$ cat config.mk
export PLATFORM = sky130hd
export DESIGN_NAME = ir_prefetch_queue
export DESIGN_NICKNAME = d
export VERILOG_FILES = /design/src/rtl/ir_prefetch_queue.sv
export SDC_FILE = /design/constraint.sdc
export NUM_CORES = 1
export LEC_CHECK = 0
export ABC_AREA = 1
export CAP_MARGIN = 30
export CORE_ASPECT_RATIO = 1.1
export CORE_MARGIN = 1.5
export CORE_UTILIZATION = 49
export DETAILED_ROUTE_END_ITERATION = 8
export HOLD_SLACK_MARGIN = 0.12
export MAX_ROUTING_LAYER = met4
export PLACE_DENSITY = 0.86
export SLEW_MARGIN = 20
export SYNTH_ARGS = -nofsm -noshare
export SYNTH_HDL_FRONTEND = slang
export SYNTH_SLANG_ARGS = --single-unit
export TNS_END_PERCENT = 1
$ cat constraint.sdc
create_clock -name Clock -period 1.9 [get_ports Clock]
set_input_delay 0.38 -clock Clock [delete_from_list [all_inputs] [get_ports Clock]]
set_output_delay 0.38 -clock Clock [all_outputs]
set_load 0.02 [all_outputs]
$ cat src/rtl/ir_prefetch_queue.sv
// Instruction register fed by a DEPTH-entry prefetch FIFO, with a 4-mode immediate extractor.
// Define IR_SCAN_EN to add a serial scan chain through Ir (ports Test, SDI, SDO).
module ir_prefetch_queue #(
    parameter int WIDTH = 16,
    parameter int DEPTH = 4
) (
    input  logic                       Clock,
    input  logic                       Reset,
    input  logic [WIDTH-1:0]           IrIn,
    input  logic                       IrInValid,
    output logic                       IrInReady,
    input  logic                       Advance,
    input  logic                       Flush,
    input  logic [1:0]                 ImmSel,
    output logic [WIDTH-1:0]           Ir,
    output logic                       IrValid,
    output logic [WIDTH-1:0]           Imm,
    output logic [$clog2(DEPTH+1)-1:0] Count
`ifdef IR_SCAN_EN
    ,
    input  logic                       Test,
    input  logic                       SDI,
    output logic                       SDO
`endif
);
    localparam int CW = $clog2(DEPTH+1);
    localparam int PW = $clog2(DEPTH);
    localparam logic [CW-1:0] FULL = CW'(DEPTH);

    logic [WIDTH-1:0] mem [DEPTH];
    logic [PW-1:0]    rd_ptr, wr_ptr;
    logic [CW-1:0]    count;
    logic [WIDTH-1:0] ir;
    logic             ir_valid;
    logic [WIDTH-1:0] imm;
    logic             scan;
    logic             ready, accept, load, pop, bypass, push;

`ifdef IR_SCAN_EN
    assign scan = Test;
    assign SDO  = ir[WIDTH-1];
`else
    assign scan = 1'b0;
`endif

    // Ready never looks at IrInValid, so the fetch side sees no combinational loop.
    assign ready  = !Reset && !Flush && !scan && (count < FULL);
    assign accept = IrInValid && ready;
    assign load   = !ir_valid || Advance;
    assign pop    = load && (count != '0);
    assign bypass = load && (count == '0) && accept;
    assign push   = accept && !bypass;

    always_ff @(posedge Clock) begin
        if (push) begin
            mem[wr_ptr] <= IrIn;
        end
    end

    always_ff @(posedge Clock) begin
        if (Reset) begin
            ir       <= '0;
            ir_valid <= 1'b0;
            count    <= '0;
            rd_ptr   <= '0;
            wr_ptr   <= '0;
        end
`ifdef IR_SCAN_EN
        else if (Test) begin
            ir <= {ir[WIDTH-2:0], SDI};
        end
`endif
        else if (Flush) begin
            // Ir keeps its stale value; only its valid flag drops.
            ir_valid <= 1'b0;
            count    <= '0;
            rd_ptr   <= '0;
            wr_ptr   <= '0;
        end else begin
            if (pop) begin
                ir       <= mem[rd_ptr];
                ir_valid <= 1'b1;
                rd_ptr   <= rd_ptr + 1'b1;
            end else if (bypass) begin
                ir       <= IrIn;
                ir_valid <= 1'b1;
            end else if (load) begin
                ir_valid <= 1'b0;
            end
            if (push) begin
                wr_ptr <= wr_ptr + 1'b1;
            end
            if (push && !pop) begin
                count <= count + 1'b1;
            end else if (pop && !push) begin
                count <= count - 1'b1;
            end
        end
    end

    always_comb begin
        imm = '0;
        case (ImmSel)
            2'b00: imm = {{(WIDTH-8){ir[7]}}, ir[7:0]};
            2'b01: imm = {{(WIDTH-5){ir[4]}}, ir[4:0]};
            2'b10: imm = {{(WIDTH-8){1'b0}}, ir[7:0]};
            default: begin
                imm[15:8] = ir[7:0];
                for (int i = 16; i < WIDTH; i++) begin
                    imm[i] = ir[7];
                end
            end
        endcase
    end

    assign IrInReady = ready;
    assign Ir        = ir;
    assign IrValid   = ir_valid;
    assign Imm       = imm;
    assign Count     = count;
endmodule

Yosys cells after proc, flatten, opt, wreduce, memory -nomap -nowiden
Memories as Yosys holds them, arrays and structs flattened. A register that Yosys moved wholly into a read port is not among the register bits.
Index checks and enable logic that the tools add are counted.
{"block": "classes", "add_sub_neg": 4, "order_cmp": 1, "eq_ne": 2, "n_mux": 13, "n_bitwise": 1, "n_reduce_logical": 25}
{"op": "16-bit 2-to-1 mux", "count": 2}
{"op": "8-bit case mux with 3 select lines", "count": 1}
{"op": "8-bit case mux with 2 select lines", "count": 1}
{"op": "1-bit logical AND", "count": 9}
{"op": "1-bit zero test", "count": 6}
{"op": "3-bit 2-to-1 mux", "count": 2}
{"op": "3-bit nonzero test", "count": 2}
{"op": "1-bit 2-to-1 mux", "count": 5}
{"op": "2-bit by 1-bit adder with 2-bit output, second input constant", "count": 2}
{"op": "2-bit 2-to-1 mux", "count": 2}
{"op": "2-bit nonzero test", "count": 2}
{"op": "2-bit OR reduction", "count": 2}
{"op": "3-bit by 1-bit adder with 3-bit output, second input constant", "count": 1}
{"op": "3-bit zero test", "count": 1}
{"op": "3-bit less-than comparator, second input constant", "count": 1}
{"op": "3-bit by 1-bit subtractor with 3-bit output, second input constant", "count": 1}
{"op": "2-bit by 1-bit == test with 1-bit output, second input constant", "count": 1}
{"op": "2-bit == test, second input constant", "count": 1}
{"op": "2-bit zero test", "count": 1}
{"op": "2-bit AND reduction", "count": 1}
{"op": "1-bit logical OR", "count": 1}
{"op": "1-bit NOT", "count": 1}
{"block": "totals", "reg_bits": 24, "ram_bits": 64, "out_inout_bits": 37, "mem_count": 1}
{"memory": "mem", "depth": 4, "word_bits": 16, "read_ports": 1, "rd_ports_with_merged_regs": 1, "wr": 1, "line_no": "30", "source": "logic [WIDTH-1:0] mem [DEPTH];"}

Logic depth before layout (Yosys ltp)
Gate-level depths: netlist of run 1.
{"block": "depth", "ltp_word": 11, "depth_mapped": 13, "depth_no_buf": 13}

Worst setup path before layout of run 1
No wires, ideal clock.
{"block": "synth_timing", "path_type": "reg2reg", "start": "register ir_valid (netlist: IrValid)", "end": "register count[2] (netlist: Count[2])", "setup_time_ps": 114, "t_arrival_ps": 2009, "setup_slack_ps": -224, "stages_incl_launch_ff": 14, "n_path_buf": 0, "period_less_slack_ps": 2124, "path_cell_list": "dfxtp_1 -> inv_1 -> nor2_2 -> inv_1 -> nand2_1 -> nand2_1 -> inv_1 -> ha_1 -> inv_1 -> fa_1 -> a21oi_1 -> o21ai_0 -> xor2_1 -> nor2_1"}
{"block": "synth_via", "elab_chain_cells": 9}
{"element": "from (decl)", "line_no": "34", "source": "logic ir_valid;"}
{"element": "from (signal assigned)", "line_no": "63", "source": "ir_valid <= 1'b0;"}
{"element": "from (signal assigned)", "line_no": "75", "source": "ir_valid <= 1'b0;"}
{"element": "from (signal assigned)", "line_no": "82", "source": "ir_valid <= 1'b1;"}
{"element": "1-bit zero test (*)", "line_no": "49", "source": "assign load = !ir_valid || Advance;"}
{"element": "1-bit logical OR (*)", "line_no": "49"}
{"element": "1-bit logical AND (*) (2 in series)", "line_no": "51", "source": "assign bypass = load && (count == '0) && accept;"}
{"element": "1-bit zero test (*)", "line_no": "52", "source": "assign push = accept && !bypass;"}
{"element": "1-bit logical AND (*)", "line_no": "52"}
{"element": "net push", "line_no": "37", "source": "logic ready, accept, load, pop, bypass, push;"}
{"element": "1-bit zero test", "line_no": "95", "source": "end else if (pop && !push) begin"}
{"element": "1-bit logical AND", "line_no": "95"}
{"element": "2-bit nonzero test (no source line)"}
{"element": "to (signal assigned)", "line_no": "94", "source": "count <= count + 1'b1;"}
{"element": "to (signal assigned)", "line_no": "96", "source": "count <= count - 1'b1;"}
{"element": "to (decl)", "line_no": "32", "source": "logic [CW-1:0] count;"}
The timed path passes the listed nets; every way through them passes the cells marked *.
A chain may end at the register's enable or synchronous reset.

Worst setup path after layout of run 1
{"block": "layout_timing", "start": "register count[2] (netlist: Count[2])", "end": "register count[2] (netlist: Count[2])"}
{"block": "layout_via", "elab_chain_cells": 9}
{"element": "3-bit less-than comparator", "line_no": "47", "source": "assign ready = !Reset && !Flush && !scan && (count < FULL);"}
{"element": "1-bit logical AND", "line_no": "47"}
{"element": "1-bit logical AND", "line_no": "48", "source": "assign accept = IrInValid && ready;"}
{"element": "1-bit logical AND", "line_no": "51"}
{"element": "1-bit zero test", "line_no": "52"}
{"element": "1-bit logical AND (*)", "line_no": "52"}
{"element": "net push", "line_no": "37"}
{"element": "1-bit zero test", "line_no": "95"}
{"element": "1-bit logical AND", "line_no": "95"}
{"element": "2-bit nonzero test (no source line)"}
The timed path passes the listed nets; every way through them passes the cells marked *. The select of a mux whose other input is x is not followed.

==> impl_metrics.csv, run 1 <==
group,metric,value,unit
final_layout,final_nets,548,
route,vias,3231,
yosys,synth.largest_area_cell,"edfxtp_1",
die,row_count,34,
power_and_ir_drop,seq_power_share,33.6,%
final_layout,diodes,0,
power_and_ir_drop,combPwrFrac,47.8,%
place,hpwl,6.04,mm
place,portBuffers,59,
timing,setup_viol,0,
clock_network,cts_root_buf,"clkbuf_8",
timing,fin_skew,0.0109,ns
setup_path,endpoint_kind,"flop",
yosys,syn-num-nets,463,
route,drtIter0Drc,325,
power_and_ir_drop,internal-power,4.47,mW
global_route,grt.total_usage,21.8,%
setup_path,critPathBufInv,4,
yosys,synth.yosys.seq_area_share,60.9,%
die,start_util,50.7,%
route,drc_errors,0,
yosys,synthCells,434,
place,gp_congestion,0.795,
power_and_ir_drop,p_switching,2.98,mW
route,vias_per_cell,5.11,
global_route,grt-ovfl-total,0,
yosys,synth-seq-cells,90,
timing,fmax,0.530,GHz
timing,tightest_slew,0.518,ns
timing,period_share,99.4,%
power_and_ir_drop,p_leak,2.18,nW
global_route,grt_pass1_vias,3107,
die,core,7910,um2
setup_path,crit_chain,"inv_6 -> nand2_4 -> inv_4 -> nand2_4 -> nand2_4 -> inv_4 -> ha_4 -> inv_2 -> fa_2 -> a21oi_2 -> o21ai_1 -> xor2_1 -> nor2_1",
run_status,status,"finished, final reports clean",
setup_path,cp_slowest_stage_delay,0.40,ns
timing,drv_slew,0,
final_layout,areaGrowthSynthToFinish,28.2,%
route,routed_wl,9.42,mm
setup_path,worstSetupStartpointType,"flop",
power_and_ir_drop,pwr-share-clk,18.6,%
clock_network,htreeDepth,3,
die,die_h,97.9,um
timing,rsz0062_at_grt,"true",
yosys,ys_types,24,
setup_path,crit_fanout,4,
clock_network,numCtsBuffers,9,
setup_path,arrival,2.17,ns
worst_hold_path,min_path_type,"primary input to flop",
power_and_ir_drop,pwr_density_cell,1450,nW/um2
yosys,yosys.area.top_type_share,47.9,%
setup_path,timing_worst_setup_path_type,"flop to flop",
global_route,grt_max_degree,33,
global_route,grt_pass1_wl,14.1,mm
yosys,synthTopCellsByArea,"edfxtp_1, dfxtp_1, nand2_1",
global_route,antenna_found_initial,0,
job,cap_viol_max_count,0,
setup_path,worst_path_most_repeated_cell,"nand2_4",
route,drtAntennaViolNets,0,
die,die_w,89.3,um
final_layout,drive_above_1_share,17.2,%
die,dieArea,8740,um2
power_and_ir_drop,peakVddDrop,1.05,mV
yosys,syn_area_per_cell,9.24,um2
die,ioPinCount,60,
power_and_ir_drop,power.share.switching,39.9,%
yosys,mappedNetlistArea,4010,um2
timing,period_minus_slack,1.89,ns
clock_network,cts.sinks,90,
setup_path,cp_slowest_cell,"dfxtp_4",
timing,max-slew-margin-rel,65.4,%
clock_network,clock_latency,0.35,ns
setup_path,cp.required,2.18,ns
clock_network,cts_tree,"built",
yosys,yosys_warnings,0,
clock_network,clock_tree.buffer_depth,2,
timing,hold_viol_final,0,
setup_path,crit_family,"adder cells",
clock_network,cts.clk_slew.worst_paths,0.08,ns
timing,fin_setup_tns,0,ns
final_layout,stdcell_area,5140,um2
route,firstDrtPassIters,5,
route,wl_per_cell,14.9,um
place,dpl_cell_area,4900,um2
## cells in the final DEF (no fill, tap or decap), types with 3 or more instances in the layout
| cell | n |
|---|---|
| nand2_4 | 5 |
| clkbuf_1 | 3 |
| nor2_1 | 67 |
| ha_1 | 4 |
| nand2_1 | 123 |
| clkdlybuf4s50_1 | 36 |
| nand3_1 | 33 |
| edfxtp_1 | 64 |
| buf_4 | 29 |
| inv_2 | 3 |
| dlygate4sd2_1 | 12 |
| dfxtp_4 | 3 |
| o21ai_0 | 12 |
| nand2_2 | 11 |
| inv_1 | 34 |
| a21oi_1 | 17 |
| nor2_4 | 3 |
| buf_2 | 9 |
| clkbuf_8 | 11 |
| dfxtp_1 | 21 |
## sequential cells by signal, indices dropped and copies added, names as in the netlist, named ones only
signal   flops
rd_ptr       2
mem         64
IrValid      1
wr_ptr       2
Ir          16
Count        3
## synthesized netlist by cell type
library cell	instances
nand2_1	126
nor2_1	67
edfxtp_1	64
inv_1	38
nand3_1	33
dfxtp_1	26
a21oi_1	18
o21ai_0	15
buf_2	12
nand2_2	11
ha_1	5
nor2_2	3
buf_6	2
inv_2	2
nand2_4	2
xor2_1	2
a211oi_1	1
a21oi_4	1
and2_1	1
buf_4	1
clkbuf_1	1
fa_1	1
nand3_4	1
nor2_4	1
## logic make-up (layout without fill, tap and decap cells)
| kind of cell | after synthesis | after routing | synth area share (%) |
|---|---|---|---|
| compound gates | 35 | 35 | 4.71 |
| xor+xnor | 2 | 2 | 0.437 |
| fa+ha+maj | 6 | 6 | 2.06 |
| buf+inv | 56 | 146 | 6.08 |
| flops | 90 | 90 | 60.9 |
| simple gates | 245 | 245 | 25.8 |
## layout make-up
| type | instances | area (um2) |
|---|---|---|
| Tap cell | 108 | 135 |
| Timing Repair Buffer | 90 | 793 |
| Inverter | 40 | 160 |
| Fill cell | 611 | 2770 |
| Multi-Input combinational cell | 288 | 1380 |
| Sequential cell | 90 | 2460 |
| Clock buffer | 15 | 188 |
| Clock inverter | 1 | 30.0 |
## layer usage
metal  wire, um  vias up  track usage (%)
li1           -     1559                -
met1       3560     1471             24.6
met2       4910      168             36.6
met3        646       33             3.55
met4        304        0             10.9
met5          0        -                -
## final timing paths
check / startpoint / endpoint / slack, ns / depth (start not counted)
setup reg to reg: Count[2] / Count[2] / 0.01 / 13
hold / removal: IrInValid / IrValid / 0.47 / 4
setup / recovery: Count[2] / Count[2] / 0.01 / 13
hold reg to reg: Count[1] / Count[1] / 0.50 / 2
## power groups by stage
stage	sequential [mW]	clock, mW	combinational (mW)
finish	2.50	1.39	3.56
global route	2.53	1.48	3.89
CTS	2.49	1.40	3.35
detailed placement	2.53	0	3.39
global placement	2.52	0	3.26
floorplan	2.76	0	1.94
## what timing repair did
item	4_1_cts	5_1_grt
setup endpoints to repair	19	9
pin swaps	0	7
hold buffers	0	0
resized for setup	61	17
setup buffers	0	2
gates cloned	0	0
## worst reg2reg max path, delay by kind of cell, from the launching register on
kind | cells | cell delay [ns]
adder cells (fa/ha/maj) | 2 | 0.52
flip-flops | 1 | 0.40
AND/OR/NAND/NOR | 4 | 0.33
AO/OA/AOI/OAI | 2 | 0.23
buffers and inverters | 4 | 0.20
XOR/XNOR | 1 | 0.14
## per-stage QoR
stage          worst slack, ns  hold WS (ns)  total power, mW  std cells  util (%)
3_5_place_dp            -0.621         0.462             5.93        614      62.0
4_1_cts                -0.0446         0.475             7.24        630      64.1
2_1_floorplan          -0.0545         0.433             4.69        434         -
3_3_place_gp            -0.494         0.442             5.78        614      62.0
6_report                0.0115         0.465             7.45        632      65.0
5_1_grt                -0.0687         0.470             7.89        632      65.0
Note: power is estimated with default switching activity, not from simulation.
==> inputs of run 2 (changes only) <==
--- a/config.mk
+++ b/config.mk
@@ -12,7 +12,6 @@
 export CORE_UTILIZATION = 49
 export DETAILED_ROUTE_END_ITERATION = 8
 export HOLD_SLACK_MARGIN = 0.12
-export MAX_ROUTING_LAYER = met4
 export PLACE_DENSITY = 0.86
 export SLEW_MARGIN = 20
 export SYNTH_ARGS = -nofsm -noshare
==> impl_metrics.csv, run 2 (synthesis results as in run 1) <==
group,metric,value,unit
route,wl_per_cell,14.9,um
timing,drv_slew,0,
timing,fmax,0.529,GHz
setup_path,timing_worst_setup_path_type,"flop to flop",
setup_path,worstSetupStartpointType,"flop",
job,cap_viol_max_count,0,
place,hpwl,6.04,mm
setup_path,r2r_slack,0.009,ns
place,dpl_worst_slack,-0.621,ns
power_and_ir_drop,finalPower,7.46,mW
clock_network,hold_buffers,0,
global_route,grt_max_degree,33,
timing,period_share,99.5,%
final_layout,final_nets,548,
die,start_util,50.7,%
final_layout,areaGrowthSynthToFinish,28.2,%
global_route,antenna_found_initial,0,
final_layout,mostFrequentLayoutCells,"nand2_1, nor2_1, edfxtp_1, clkdlybuf4s50_1, inv_1",
clock_network,cts_tree,"built",
final_layout,fin_util,65.0,%
clock_network,clock_latency,0.34,ns
route,routed_wl,9.43,mm
die,row_count,34,
timing,fin_setup_tns,0,ns
setup_path,endpoint_kind,"flop",
timing,fin_ws,0.00900,ns
power_and_ir_drop,peakVddDrop,1.05,mV
die,dieArea,8740,um2
timing,max-slew-margin-rel,64.9,%
die,core,7910,um2
timing,rsz0062_at_grt,"true",
final_layout,diodes,0,
final_layout,largest_register_ffs,64,
final_layout,final_common_cell,"nand2_1",
route,drtIter0Drc,296,
die,ioPinCount,60,
timing,fin_skew,0.0113,ns
final_layout,num-fill-cells,611,
global_route,grt_most_used_layer,"met2",
die,die_h,97.9,um
clock_network,numCtsBuffers,9,
global_route,met1_usage,24.7,%
global_route,grt_pass1_wl,14.1,mm
setup_path,crit_fanout,4,
die,die_w,89.3,um
route,vias,3253,
clock_network,cts_root_buf,"clkbuf_8",
route,vias_per_cell,5.15,
power_and_ir_drop,p_leak,2.18,nW
clock_network,htreeDepth,3,
place,gp_congestion,0.784,
setup_path,arrival,2.17,ns
route,drc_errors,0,
worst_hold_path,min_path_type,"primary input to flop",
timing,tightest_slew,0.526,ns
final_layout,top_register,"mem",
route,drtAntennaViolNets,0,
route,firstDrtPassIters,5,
global_route,use_met2,36.6,%
timing,holdWs,0.467,ns
global_route,met3_usage,3.55,%
setup_path,cp.required,2.18,ns
global_route,grt.total_usage,21.1,%
run_status,status,"finished, final reports clean",
power_and_ir_drop,pwr_density_cell,1450,nW/um2
final_layout,drive_above_1_share,17.2,%
timing,setup_viol,0,
timing,hold_viol_final,0,
global_route,grt-ovfl-total,0,
clock_network,cts.clk_slew.worst_paths,0.08,ns
place,portBuffers,59,
timing,period_minus_slack,1.89,ns
global_route,grt_pass1_vias,3097,
clock_network,cts.sinks,90,
clock_network,clock_tree.buffer_depth,2,
==> run 2: final timing paths <==
path,from,to,cells after the start
worst max-delay path,Count[2],Count[2],13
worst max register to register,Count[2],Count[2],13
worst min-delay path,IrInValid,IrValid,4
worst min register to register,Count[1],Count[1],2
==> run 2: power breakdown <==
| part | switching, mW | internal [mW] | leakage [nW] | total, mW |
|---|---|---|---|---|
| Sequential | 0.141 | 2.36 | 0.790 | 2.50 |
| Combinational | 2.22 | 1.35 | 1.28 | 3.57 |
| Clock | 0.622 | 0.763 | 0.109 | 1.39 |
==> run 2: what timing repair did <==
action | in CTS | in global routing
pin swaps | 0 | 7
buffers inserted | 0 | 2
gates resized for setup | 61 | 17
endpoints found under the setup margin | 19 | 9
==> run 2: stage by stage <==
step                      cell area [um2]  cells
after CTS                            5070    630
final                                5140    632
after global placement               4900    614
after detailed placement             4900    614
after global routing                 5140    632
after floorplan                      4030    434
==> run 2: worst max-delay path, cell delays in order (launching register included) <==
cell and delay (ns):
dfxtp_4 0.40, inv_6 0.05, nand2_4 0.08, inv_4 0.05
nand2_4 0.08, nand2_4 0.06, inv_4 0.06, ha_4 0.12
inv_2 0.04, fa_2 0.40, a21oi_2 0.14, o21ai_1 0.09
xor2_1 0.14, nor2_1 0.11
==> run 2: area by class of cell <==
type	count	area (um2)	share of cell area, %
repair buffers	90	793	15.4
well taps	108	135	2.63
multi-input cells	288	1380	26.8
clock buffers	15	188	3.65
inverters	40	160	3.12
flip-flops and latches	90	2460	47.8
clock inverters	1	30.0	0.584
==> run 2: layer usage <==
metal	vias to the layer above	part of all wire [%]
li1	1561	-
met5	-	0
met4	0	3.6
met2	169	51
met1	1484	38
met3	39	6.9
==> inputs of run 3 (changes only) <==
--- a/config.mk
+++ b/config.mk
@@ -8,7 +8,6 @@
 export ABC_AREA = 1
 export CAP_MARGIN = 30
 export CORE_ASPECT_RATIO = 1.1
-export CORE_MARGIN = 1.5
 export CORE_UTILIZATION = 49
 export DETAILED_ROUTE_END_ITERATION = 8
 export HOLD_SLACK_MARGIN = 0.12
==> impl_metrics.csv, run 3 (synthesis results as in run 1) <==
group,metric,value,unit
place,dpl_worst_slack,-0.613,ns
route,drc_errors,0,
clock_network,clock_latency,0.36,ns
power_and_ir_drop,p_leak,2.18,nW
setup_path,r2r_slack,0.05,ns
clock_network,post_cts_buffers,0,
clock_network,cts.clk_slew.worst_paths,0.08,ns
setup_path,timing_worst_setup_path_type,"primary input to flop",
setup_path,cp.required,2.19,ns
timing,setup_viol,0,
timing,tightest_slew,0.551,ns
timing,period_share,98.3,%
place,portBuffers,59,
global_route,grt_max_degree,33,
clock_network,htreeDepth,3,
route,routed_wl,8.84,mm
final_layout,stdcell_count,631,
global_route,grt_pass1_wl,13.5,mm
timing,max-slew-margin-rel,63.2,%
power_and_ir_drop,pwr_density_cell,1480,nW/um2
worst_hold_path,min_path_type,"primary input to flop",
place,hpwl,5.96,mm
timing,rsz0062_at_grt,"true",
global_route,grt.total_usage,20.9,%
die,dieArea,8550,um2
die,row_count,34,
clock_network,cts.sinks,90,
timing,fin_skew,0.00924,ns
timing,fmax,0.536,GHz
setup_path,r2r_end,"Count[2]",
final_layout,areaGrowthSynthToFinish,28.8,%
setup_path,worstSetupStartpointType,"primary input",
clock_network,cts_root_buf,"clkbuf_8",
timing,drv_slew,0,
final_layout,mostFrequentLayoutCells,"nand2_1, nor2_1, edfxtp_1, clkdlybuf4s50_1, inv_1",
die,die_h,96.9,um
setup_path,ff2ff_path_depth,13,
final_layout,largest_register_ffs,64,
route,firstDrtPassIters,7,
place,gp_congestion,0.752,
worst_hold_path,min_from,"Advance",
power_and_ir_drop,finalPower,7.63,mW
die,ioPinCount,60,
die,die_w,88.3,um
final_layout,diodes,0,
global_route,grt_most_used_layer,"met2",
route,wl_per_cell,14.0,um
clock_network,hold_buffers,0,
power_and_ir_drop,peakVddDrop,1.21,mV
route,drtAntennaViolNets,0,
setup_path,r2r-start,"Count[2]",
timing,period_minus_slack,1.87,ns
route,vias,3173,
global_route,use_met2,34.6,%
global_route,met1_usage,24.8,%
final_layout,top_register,"mem",
worst_hold_path,hold_depth,6,
place,dp_cells,615,
clock_network,clock_tree.buffer_depth,2,
die,core,7910,um2
clock_network,cts_tree,"built",
global_route,grt-ovfl-total,0,
setup_path,endpoint_kind,"flop",
worst_hold_path,holdPathEnd,"IrValid",
job,cap_viol_max_count,0,
route,vias_per_cell,5.03,
final_layout,final_nets,547,
global_route,met3_usage,3.84,%
timing,hold_viol_final,0,
final_layout,drive_above_1_share,17.8,%
global_route,grt_pass1_vias,3041,
setup_path,arrival,2.16,ns
final_layout,final_common_cell,"nand2_1",
timing,fin_ws,0.0329,ns
clock_network,numCtsBuffers,9,
run_status,status,"finished, final reports clean",
setup_path,crit_fanout,2,
global_route,antenna_found_initial,0,
die,start_util,50.7,%
route,drtIter0Drc,254,
## run 3: per-stage QoR
stage	instance area [um2]	util, %	hold WS (ns)	setup TNS [ns]
after CTS	5130	64.9	0.481	-1.18
after global placement	4920	62.2	0.442	-13.45
final	5160	65.3	0.485	0
after floorplan	4030	-	0.433	-0.788
after detailed placement	4920	62.2	0.468	-18.07
after global routing	5160	65.3	0.509	-0.166
## run 3: worst max-delay path, cell delays in order
cell,delay (ns)
clkdlybuf4s50_1,0.51
nand3_4,0.08
inv_1,0.07
nand2_2,0.06
inv_2,0.05
ha_1,0.13
inv_1,0.06
fa_2,0.35
a21oi_2,0.14
o21ai_1,0.08
xor2_1,0.14
nor2_1,0.09
## run 3: layer usage
metal / routed length [um] / share of wire (%) / vias to the layer above
met5: 0 / 0 / -
met4: 182 / 2.1 / 0
met3: 493 / 5.6 / 17
met2: 4480 / 51 / 126
met1: 3690 / 42 / 1467
li1: - / - / 1563
## run 3: worst max path at each step
| stage | start | endpoint | slack, ns | depth (start not counted) |
|---|---|---|---|---|
| after detailed placement | ImmSel[0] | Imm[13] | -0.61 | 7 |
| after global placement | ImmSel[0] | Imm[13] | -0.47 | 7 |
| final | IrInValid | Count[2] | 0.03 | 12 |
| after global routing | Count[2] | Count[2] | -0.07 | 13 |
| after floorplan | IrValid | Count[2] | -0.05 | 12 |
| after CTS | ImmSel[0] | Imm[12] | -0.13 | 7 |
## run 3: layout make-up
| cell class | instances | area (um2) |
|---|---|---|
| fill | 609 | 2750 |
| clock buffer | 13 | 181 |
| tap | 108 | 135 |
| multi-input combinational | 288 | 1360 |
| timing repair buffer | 89 | 796 |
| sequential | 90 | 2450 |
| inverter | 40 | 150 |
| clock inverter | 3 | 90.1 |
## run 3: what timing repair did
action,4_1_cts,5_1_grt
gates resized for setup,71,19
endpoints found under the setup margin,19,19
pin swaps,0,0
## run 3: power breakdown
group	switching, mW	internal (mW)	leakage [nW]
Combinational	2.11	1.36	1.26
Sequential	0.129	2.36	0.790
Clock	0.638	1.04	0.134
